`src/rtl/i2s_tdm_tx.sv`:
```
`default_nettype none
// +----------------------------------------------------------------------------+
// | i2s_tdm_tx                                                                 |
// | Parametrised I2S / left- / right-justified / TDM serial audio transmitter. |
// | Rev 1.0 - initial release                                                  |
// +----------------------------------------------------------------------------+
module i2s_tdm_tx #(
  parameter int CHANNELS = 2,
  parameter int WIDTH    = 16,
  parameter int SLOT     = 32,
  parameter int SCK_HALF = 2,
  parameter int MCK_DIV  = 4
) (
  input  logic                      clock,
  input  logic                      reset,
  input  logic [1:0]                mode,
  input  logic                      mute,
  input  logic [CHANNELS*WIDTH-1:0] in_data,
  input  logic                      in_valid,
  output logic                      in_ready,
  output logic                      mck,
  output logic                      sck,
  output logic                      lr,
  output logic                      d,
  output logic                      frame,
  output logic                      underrun
);

  localparam int c_MW = $clog2(MCK_DIV);
  localparam int c_HW = (SCK_HALF > 1) ? $clog2(SCK_HALF) : 1;
  localparam int c_KW = $clog2(SLOT);
  localparam int c_CW = $clog2(CHANNELS);

  logic [c_MW-1:0]           r_mck_cnt;
  logic [c_HW-1:0]           r_sck_cnt;
  logic [c_KW-1:0]           r_k;
  logic [c_CW-1:0]           r_c;
  logic [1:0]                r_mode;
  logic [CHANNELS*WIDTH-1:0] r_hold;
  logic                      r_hold_full;
  logic [CHANNELS*WIDTH-1:0] r_shift;
  logic                      r_mck, r_sck, r_lr, r_d, r_frame, r_underrun;

  logic [c_MW-1:0]           w_mck_next;
  logic                      w_sck_wrap, w_fall, w_pos0, w_start, w_accept;
  logic [1:0]                w_mode_new, w_mode;
  logic [CHANNELS*WIDTH-1:0] w_load, w_frame;
  logic [WIDTH-1:0]          w_sample, w_shifted;
  logic [5:0]                w_k6, w_idx;
  logic                      w_en, w_bit, w_lr;

  assign w_mck_next = (r_mck_cnt == c_MW'(MCK_DIV-1)) ? '0 : r_mck_cnt + 1'b1;
  assign w_sck_wrap = (r_sck_cnt == c_HW'(SCK_HALF-1));
  assign w_fall     = w_sck_wrap & r_sck;
  assign w_pos0     = (r_k == '0) && (r_c == '0);
  assign w_start    = w_fall & w_pos0;
  assign w_accept   = in_valid & ~r_hold_full;
  assign w_mode_new = (mode == 2'd3) ? 2'd0 : mode;

  // The bit emitted on the frame-start clock already comes from the frame and mode being loaded.
  assign w_mode  = w_start ? w_mode_new : r_mode;
  assign w_load  = mute ? '0 : (r_hold_full ? r_hold : r_shift);
  assign w_frame = w_start ? w_load : r_shift;

  always_comb begin
    w_sample = '0;
    for (int i = 0; i < CHANNELS; i++) begin
      if (r_c == c_CW'(i)) w_sample = w_frame[(CHANNELS-1-i)*WIDTH +: WIDTH];
    end
  end

  always_comb begin
    w_k6  = 6'(r_k);
    w_idx = '0;
    w_en  = 1'b0;
    case (w_mode)
      2'd1: begin
        w_en  = (w_k6 < 6'(WIDTH));
        w_idx = 6'(WIDTH-1) - w_k6;
      end
      2'd2: begin
        w_en  = (w_k6 >= 6'(SLOT-WIDTH));
        w_idx = 6'(SLOT-1) - w_k6;
      end
      default: begin
        w_en  = (w_k6 != 6'd0) && (w_k6 <= 6'(WIDTH));
        w_idx = 6'(WIDTH) - w_k6;
      end
    endcase
    w_shifted = w_sample >> w_idx;
    w_bit     = w_en & w_shifted[0];
    if (CHANNELS == 2) w_lr = (w_mode == 2'd0) ? (r_c != '0) : (r_c == '0);
    else               w_lr = w_pos0;
  end

  always_ff @(posedge clock or posedge reset) begin
    if (reset) begin
      r_mck_cnt   <= '0;
      r_sck_cnt   <= '0;
      r_k         <= '0;
      r_c         <= '0;
      r_mode      <= 2'd0;
      r_hold      <= '0;
      r_hold_full <= 1'b0;
      r_shift     <= '0;
      r_mck       <= 1'b0;
      r_sck       <= 1'b0;
      r_lr        <= 1'b0;
      r_d         <= 1'b0;
      r_frame     <= 1'b0;
      r_underrun  <= 1'b0;
    end else begin
      r_mck_cnt  <= w_mck_next;
      r_mck      <= (w_mck_next >= c_MW'(MCK_DIV/2));
      r_sck_cnt  <= w_sck_wrap ? '0 : r_sck_cnt + 1'b1;
      r_frame    <= 1'b0;
      r_underrun <= 1'b0;
      if (w_sck_wrap) r_sck <= ~r_sck;
      // Accept never coincides with a full-hold frame start, so the two hold updates cannot collide.
      if (w_accept) begin
        r_hold      <= in_data;
        r_hold_full <= 1'b1;
      end
      if (w_fall) begin
        r_d  <= w_bit;
        r_lr <= w_lr;
        if (r_k == c_KW'(SLOT-1)) begin
          r_k <= '0;
          r_c <= (r_c == c_CW'(CHANNELS-1)) ? '0 : r_c + 1'b1;
        end else begin
          r_k <= r_k + 1'b1;
        end
        if (w_start) begin
          r_frame    <= 1'b1;
          r_mode     <= w_mode_new;
          r_shift    <= w_load;
          r_underrun <= ~r_hold_full;
          if (r_hold_full) r_hold_full <= 1'b0;
        end
      end
    end
  end

  assign in_ready = ~r_hold_full;
  assign mck      = r_mck;
  assign sck      = r_sck;
  assign lr       = r_lr;
  assign d        = r_d;
  assign frame    = r_frame;
  assign underrun = r_underrun;

endmodule
`default_nettype wire

```
`config.mk`:
```
export PLATFORM = sky130hd
export DESIGN_NAME = i2s_tdm_tx
export DESIGN_NICKNAME = d
export VERILOG_FILES = /design/src/rtl/i2s_tdm_tx.sv
export SDC_FILE = /design/constraint.sdc
export NUM_CORES = 1
export LEC_CHECK = 0
export BUFFER_PORTS_ARGS = -buffer_cell sky130_fd_sc_hd__buf_2
export CAP_MARGIN = 15
export CORE_MARGIN = 1
export CORE_UTILIZATION = 40
export DETAILED_ROUTE_END_ITERATION = 16
export HOLD_SLACK_MARGIN = 0.03
export PLACE_DENSITY = 0.57
export SLEW_MARGIN = 0
export SYNTH_ARGS = -nofsm -noshare
export SYNTH_HDL_FRONTEND = slang
export SYNTH_SLANG_ARGS = --single-unit
```
`constraint.sdc`:
```
create_clock -name clock -period 4.9 [get_ports clock]
set_clock_uncertainty 0.1 [all_clocks]
set_input_delay 1.225 -clock clock [delete_from_list [all_inputs] [get_ports clock]]
set_output_delay 1.225 -clock clock [all_outputs]
set_load 0.01 [all_outputs]
```
==> impl_metrics.py, run 1 <==
metrics = {
    "status": {
        "outcome": "finished clean",
    },
    "placement": {
        "port_buffers": 44,
        "gp_congestion": 0.823,
        "dp_hpwl_um": 5380,
        "dp_slack_ns": 0.471,
    },
    "grt": {
        "grt_pass1_wl_um": 13100,
        "antenna_found_initial": 0,
        "track_usage_pct": 17.1,
        "grt_pass1_vias": 2654,
        "grt-ovfl-total": 0,
        "grt_start_max_net_pins": 50,
    },
    "detailed_routing": {
        "drtPass1Iterations": 4,
        "viasPerCell": 5.17,
        "drc": 0,
        "wl_per_cell_um": 14.6,
        "num_vias": 2665,
        "antenna_left": 0,
        "wirelength_um": 7520,
        "first_iter_violations": 147,
    },
    "pwr": {
        "irDropWorstVdd_v": 0.000258,
        "powerDensity_mw_per_mm2": 395,
        "p_leak_nw": 1.98,
    },
    "synthesis": {
        "ys_seq_elements": 81,
        "async_flop_share_pct": 100,
        "syn-num-nets": 387,
        "syn-instance-count": 340,
        "yosys_warnings": 0,
        "avgSynthCellArea_um2": 11.2,
        "syn_area_mm2": 0.00381,
        "yosysTopAreaCellShare_pct": 53.1,
        "yosys.area.top_type": "dfrtp_1",
        "synth-edff-count": 0,
        "synth-seq-area-share_pct": 53.1,
        "ys_top_cells_by_area": "dfrtp_1 (53%), mux2_2 (11%), nand2_1 (4.6%)",
        "synth_cell_type_count": 57,
        "synth_flop_cell": "dfrtp_1",
    },
    "sta": {
        "hold_viol_final": 0,
        "max-slew-margin-rel_pct": 31.9,
        "period_share_pct": 89.8,
        "post-route-min-period_ns": 4.40,
        "maxSlewViolCount": 0,
        "rsz0062_at_grt": "no",
        "fmax_mhz": 227,
        "postLayoutSetupSlackWorst_ns": 0.499,
        "worst_slew_pin_slew_ns": 1.01,
        "fin_setup_tns_ns": 0,
        "setup_viol": 0,
    },
    "clock_network": {
        "postCtsSetupRepairBufs": 0,
        "ctsLongestPathBuffers": 2,
        "htree_levels": 3,
        "cts_tree": "yes",
        "clk_pin_slew_ns": 0.08,
        "clk_latency_ns": 0.34,
        "holdBufCountCts": 0,
        "cts.sinks": 81,
        "clockRootBuffer": "clkbuf_8",
        "cts.repair.resized": 0,
        "numCtsBuffers": 9,
    },
    "setup_path": {
        "crit_type": "register to register",
        "crit_fanout": 18,
        "cp-end-kind": "register",
        "startpoint_type": "register",
        "required_ns": 5.03,
        "crit_arrival_ns": 4.53,
    },
    "hold_path": {
        "hp-class": "register to register",
    },
    "floorplanning": {
        "placement_rows": 35,
        "dieWidth_um": 99.7,
        "coreArea_mm2": 0.00924,
        "dieArea_mm2": 0.00993,
        "start_util_pct": 41.3,
        "die_y_um": 99.7,
        "ioPinCount": 45,
    },
    "final_layout": {
        "diodes": 0,
        "syn_to_final_growth_pct": 13.9,
        "nNetsFinal": 428,
        "drive_gt1_share_pct": 29.0,
    },
    "flow_run": {
        "drv_cap": 0,
    },
}
-- synthesized netlist by cell type (3+ instances only) --
library cell / count
dfrtp_1: 81
nand2_1: 47
mux2_2: 36
a21oi_1: 15
nor2_1: 15
o21ai_0: 15
a22o_1: 12
inv_1: 11
ha_1: 9
a22oi_1: 7
clkbuf_1: 6
mux2i_1: 6
nand2b_1: 6
buf_2: 5
buf_1: 4
nand3_1: 4
nor3_1: 4
o21ai_1: 4
a31oi_1: 3
o311ai_0: 3
-- area by class of cell --
class / instances / area [µm²]
repair buffers: 49 / 258
clock inverters: 2 / 35.0
multi-input cells: 227 / 1640
clock buffers: 14 / 173
well taps: 129 / 161
inverters: 13 / 50.0
fillers: 882 / 4890
flip-flops and latches: 81 / 2030
-- metal layers --
metal	GRT usage, %	routed length (µm)
met1	22.9	3600
met2	26.8	3590
met3	4.50	255
met4	5.77	73
met5	0	0
-- critical path, stage by stage (launching register included) --
cell       delay [ns]
dfrtp_1          0.44
inv_2            0.14
ha_1             0.20
or3b_2           0.50
inv_1            0.10
ha_1             0.14
nand4b_1         0.13
buf_4            0.24
nand2_1          0.10
o21ai_0          0.11
inv_1            0.10
ha_1             0.42
o21ai_2          0.17
mux2i_4          0.47
mux2_2           0.41
nand4_1          0.09
o2111ai_1        0.12
o31ai_1          0.24
a31oi_1          0.06
-- path summary, 6_finish.rpt --
| path | startpoint | end | slack (ns) | depth (start not counted) |
|---|---|---|---|---|
| worst max register to register | r_k[0] | d | 0.50 | 18 |
| worst max-delay path | r_k[0] | d | 0.50 | 18 |
| min in group asynchronous | reset | mck | 0.89 | 2 |
| worst min register to register | r_mck_cnt[0] | r_mck_cnt[0] | 0.33 | 1 |
| worst min-delay path | r_mck_cnt[0] | r_mck_cnt[0] | 0.33 | 1 |
| max in group asynchronous | reset | r_k[1] | 2.89 | 3 |
-- sequential cells by signal, indices dropped and copies added, names as in the netlist --
name,count
underrun,1
r_hold,32
mck,1
d,1
sck,1
frame,1
lr,1
r_hold_full,1
r_mck_cnt,1
r_sck_cnt,1
r_shift,32
r_k,5
r_c,1
r_mode,2
-- placed cells by master (no fill, tap or decap), types with 6 or more instances in the layout --
cell and n:
a21oi_1 15, buf_2 44, nor2_1 15, clkbuf_8 12
ha_1 9, inv_1 10, o21ai_0 15, a22oi_1 7
nand2_1 47, dfrtp_1 81, nand2b_1 6, mux2i_1 6
a22o_1 12, mux2_2 36
-- logic make-up (layout without fill, tap and decap cells) --
kind of cell / after synthesis / after routing / share of synthesized area, %
compound gates: 78 / 78 / 14.1
xor+xnor: 3 / 3 / 0.689
fa+ha+maj: 9 / 9 / 2.95
buf+inv: 32 / 78 / 3.90
flops: 81 / 81 / 53.1
mux: 44 / 44 / 13.4
simple gates: 93 / 93 / 11.8
-- through the flow --
stage	power [mW]	hold WS [ns]	cells	util, %	cell area [µm²]
2_1_floorplan	1.14	0.300	340	-	3810
3_3_place_gp	1.22	0.312	499	44.8	4140
3_5_place_dp	1.23	0.317	499	44.8	4140
4_1_cts	1.74	0.332	515	47.0	4350
5_1_grt	1.83	0.343	515	47.0	4350
6_report	1.72	0.329	515	47.0	4350
-- where the power goes --
part,internal [mW],switching (mW),total [mW]
combinational,0.163,0.117,0.280
sequential,0.837,0.0930,0.930
clock,0.277,0.228,0.505
(Power assumes the default switching activity.)
==> run 2, diff against run 1 <==
PLACE_DENSITY = 0.61   (was 0.57)
==> run 2 against run 1 <==
  * Final cell count decreased by 0.39%
  * Register-to-register slack lost 0.03 ns
  * Sequential share of layout area grew 0.067 points
  * Worst hold slack better by 0.0051 ns
  * Critical path depth unchanged
  * First-iteration DRC count is 10% lower
  * Via count up 0.34%
  * Worst setup slack lost 0.033 ns
  * Combinational power is essentially flat
  * Largest power group unchanged
  * Count of clock-buffer cells in the layout down 4
==> impl_metrics.py, run 2 (same netlist as run 1, synthesis figures left out) <==
metrics = {
    "final_layout": {
        "syn_to_final_growth_pct": 13.7,
        "final_area_mm2": 0.00434,
        "final_cell_mix": "dfrtp_1 (81), nand2_1 (47), buf_2 (44)",
        "layout_commonest_cell": "dfrtp_1",
        "final_cell_count_no_fill": 513,
        "ff_latch_area_mm2": 0.00203,
        "drive_gt1_share_pct": 28.9,
        "nNetsFinal": 427,
        "fillCellCount": 880,
        "diodes": 0,
        "multi_input_area_mm2": 0.00164,
        "reg_top3": "r_hold: 32 flops, r_shift: 32 flops, r_k: 5 flops",
    },
    "floorplanning": {
        "start_util_pct": 41.3,
        "dieArea_mm2": 0.00993,
        "placement_rows": 35,
        "dieWidth_um": 99.7,
        "coreArea_mm2": 0.00924,
        "ioPinCount": 45,
        "die_y_um": 99.7,
    },
    "sta": {
        "rsz0062_at_grt": "no",
        "worst_slew_pin_slew_ns": 0.965,
        "setup_viol": 0,
        "fin_setup_tns_ns": 0,
        "maxSlewViolCount": 0,
        "hold_viol_final": 0,
        "period_share_pct": 90.5,
        "postLayoutSetupSlackWorst_ns": 0.466,
        "max-slew-margin-rel_pct": 35.7,
        "post-route-min-period_ns": 4.43,
        "fmax_mhz": 226,
    },
    "clock_network": {
        "ctsLongestPathBuffers": 2,
        "cts.sinks": 81,
        "clockRootBuffer": "clkbuf_8",
        "htree_levels": 3,
        "holdBufCountCts": 0,
        "clk_latency_ns": 0.35,
        "cts_tree": "yes",
        "cts.repair.resized": 0,
        "numCtsBuffers": 9,
        "postCtsSetupRepairBufs": 0,
        "clk_pin_slew_ns": 0.08,
    },
    "placement": {
        "dp_slack_ns": 0.511,
        "gp_congestion": 0.915,
        "placed_area_mm2": 0.00413,
        "place_inst": 498,
        "port_buffers": 44,
        "dp_hpwl_um": 5360,
    },
    "setup_path": {
        "required_ns": 5.07,
        "cp-end-kind": "register",
        "r2r_cells": 18,
        "crit_fanout": 18,
        "rrSetupSlack_ns": 0.47,
        "startpoint_type": "register",
        "crit_type": "register to register",
        "crit_arrival_ns": 4.60,
    },
    "detailed_routing": {
        "first_iter_violations": 132,
        "drtPass1Iterations": 4,
        "num_vias": 2674,
        "antenna_left": 0,
        "wirelength_um": 7540,
        "viasPerCell": 5.21,
        "wl_per_cell_um": 14.7,
        "drc": 0,
    },
    "grt": {
        "grt_pass1_wl_um": 12800,
        "track_usage_pct": 16.6,
        "grt-ovfl-total": 0,
        "grt_start_max_net_pins": 58,
        "grt_pass1_vias": 2660,
        "antenna_found_initial": 0,
    },
    "pwr": {
        "irDropWorstVdd_v": 0.000197,
        "internal_power_mw": 1.28,
        "combPwrFrac_pct": 16.3,
        "p_leak_nw": 1.97,
        "p_total_mw": 1.73,
        "power.share.switching_pct": 25.8,
        "pwr-share-clk_pct": 30.0,
        "switchingPower_mw": 0.447,
        "pwr-share-seq_pct": 53.7,
        "powerDensity_mw_per_mm2": 399,
    },
    "hold_path": {
        "hp-class": "register to register",
        "holdPathStages": 1,
    },
    "status": {
        "outcome": "finished clean",
    },
    "flow_run": {
        "drv_cap": 0,
    },
}
==> run 2: changes by cell type in the layout (fill, tap and decap cells not counted), sizes merged <==
cell      delta
clkbuf       -4
clkinvlp     +1
clkinv       +1
buf          -1
bufinv       +1
==> run 2: final cells by class <==
cell class,instances,area share [%]
Timing Repair Buffer,48,5.77
Multi-Input combinational cell,227,37.8
Clock buffer,10,2.94
Sequential cell,81,46.7
Tap cell,129,3.72
Clock inverter,5,1.87
Inverter,13,1.15
==> run 2: critical path, stage by stage (launching register included) <==
cell      delay, ns
dfrtp_1        0.44
inv_2          0.14
ha_1           0.20
or3b_2         0.50
inv_1          0.10
ha_1           0.14
nand4b_1       0.14
buf_4          0.25
nand2_1        0.10
o21ai_0        0.12
inv_1          0.11
ha_1           0.40
o21ai_2        0.17
mux2i_4        0.47
nor2_1         0.06
or4_1          0.49
a21oi_1        0.18
o31ai_1        0.08
a31oi_1        0.15
==> run 2: worst paths after layout <==
path | from | endpoint
worst max register to register | r_k[0] | d
max in group asynchronous | reset | underrun
worst min-delay path | r_mck_cnt[0] | r_mck_cnt[0]
min in group asynchronous | reset | r_hold[5]
worst min register to register | r_mck_cnt[0] | r_mck_cnt[0]
worst max-delay path | r_k[0] | d
==> run 2: through the flow <==
| stage | hold slack, ns | util, % |
|---|---|---|
| floorplan | 0.300 | - |
| global placement | 0.314 | 44.7 |
| detailed placement | 0.323 | 44.7 |
| CTS | 0.334 | 47.0 |
| global route | 0.360 | 47.0 |
| finish | 0.334 | 47.0 |
==> run 2: layer usage <==
layer	track usage [%]	part of all wire (%)	vias to the layer above
li1	-	-	1298
met1	22.4	47	1323
met2	26.0	49	43
met3	3.37	3.1	10
met4	6.90	1.4	0
met5	0	0	-
==> run 2: power groups by stage <==
stage / combinational (mW) / clock (mW) / sequential [mW]
3_3_place_gp: 0.275 / 0 / 0.944
6_report: 0.282 / 0.519 / 0.930
3_5_place_dp: 0.285 / 0 / 0.948
5_1_grt: 0.315 / 0.557 / 0.955
4_1_cts: 0.286 / 0.535 / 0.935
2_1_floorplan: 0.233 / 0 / 0.908
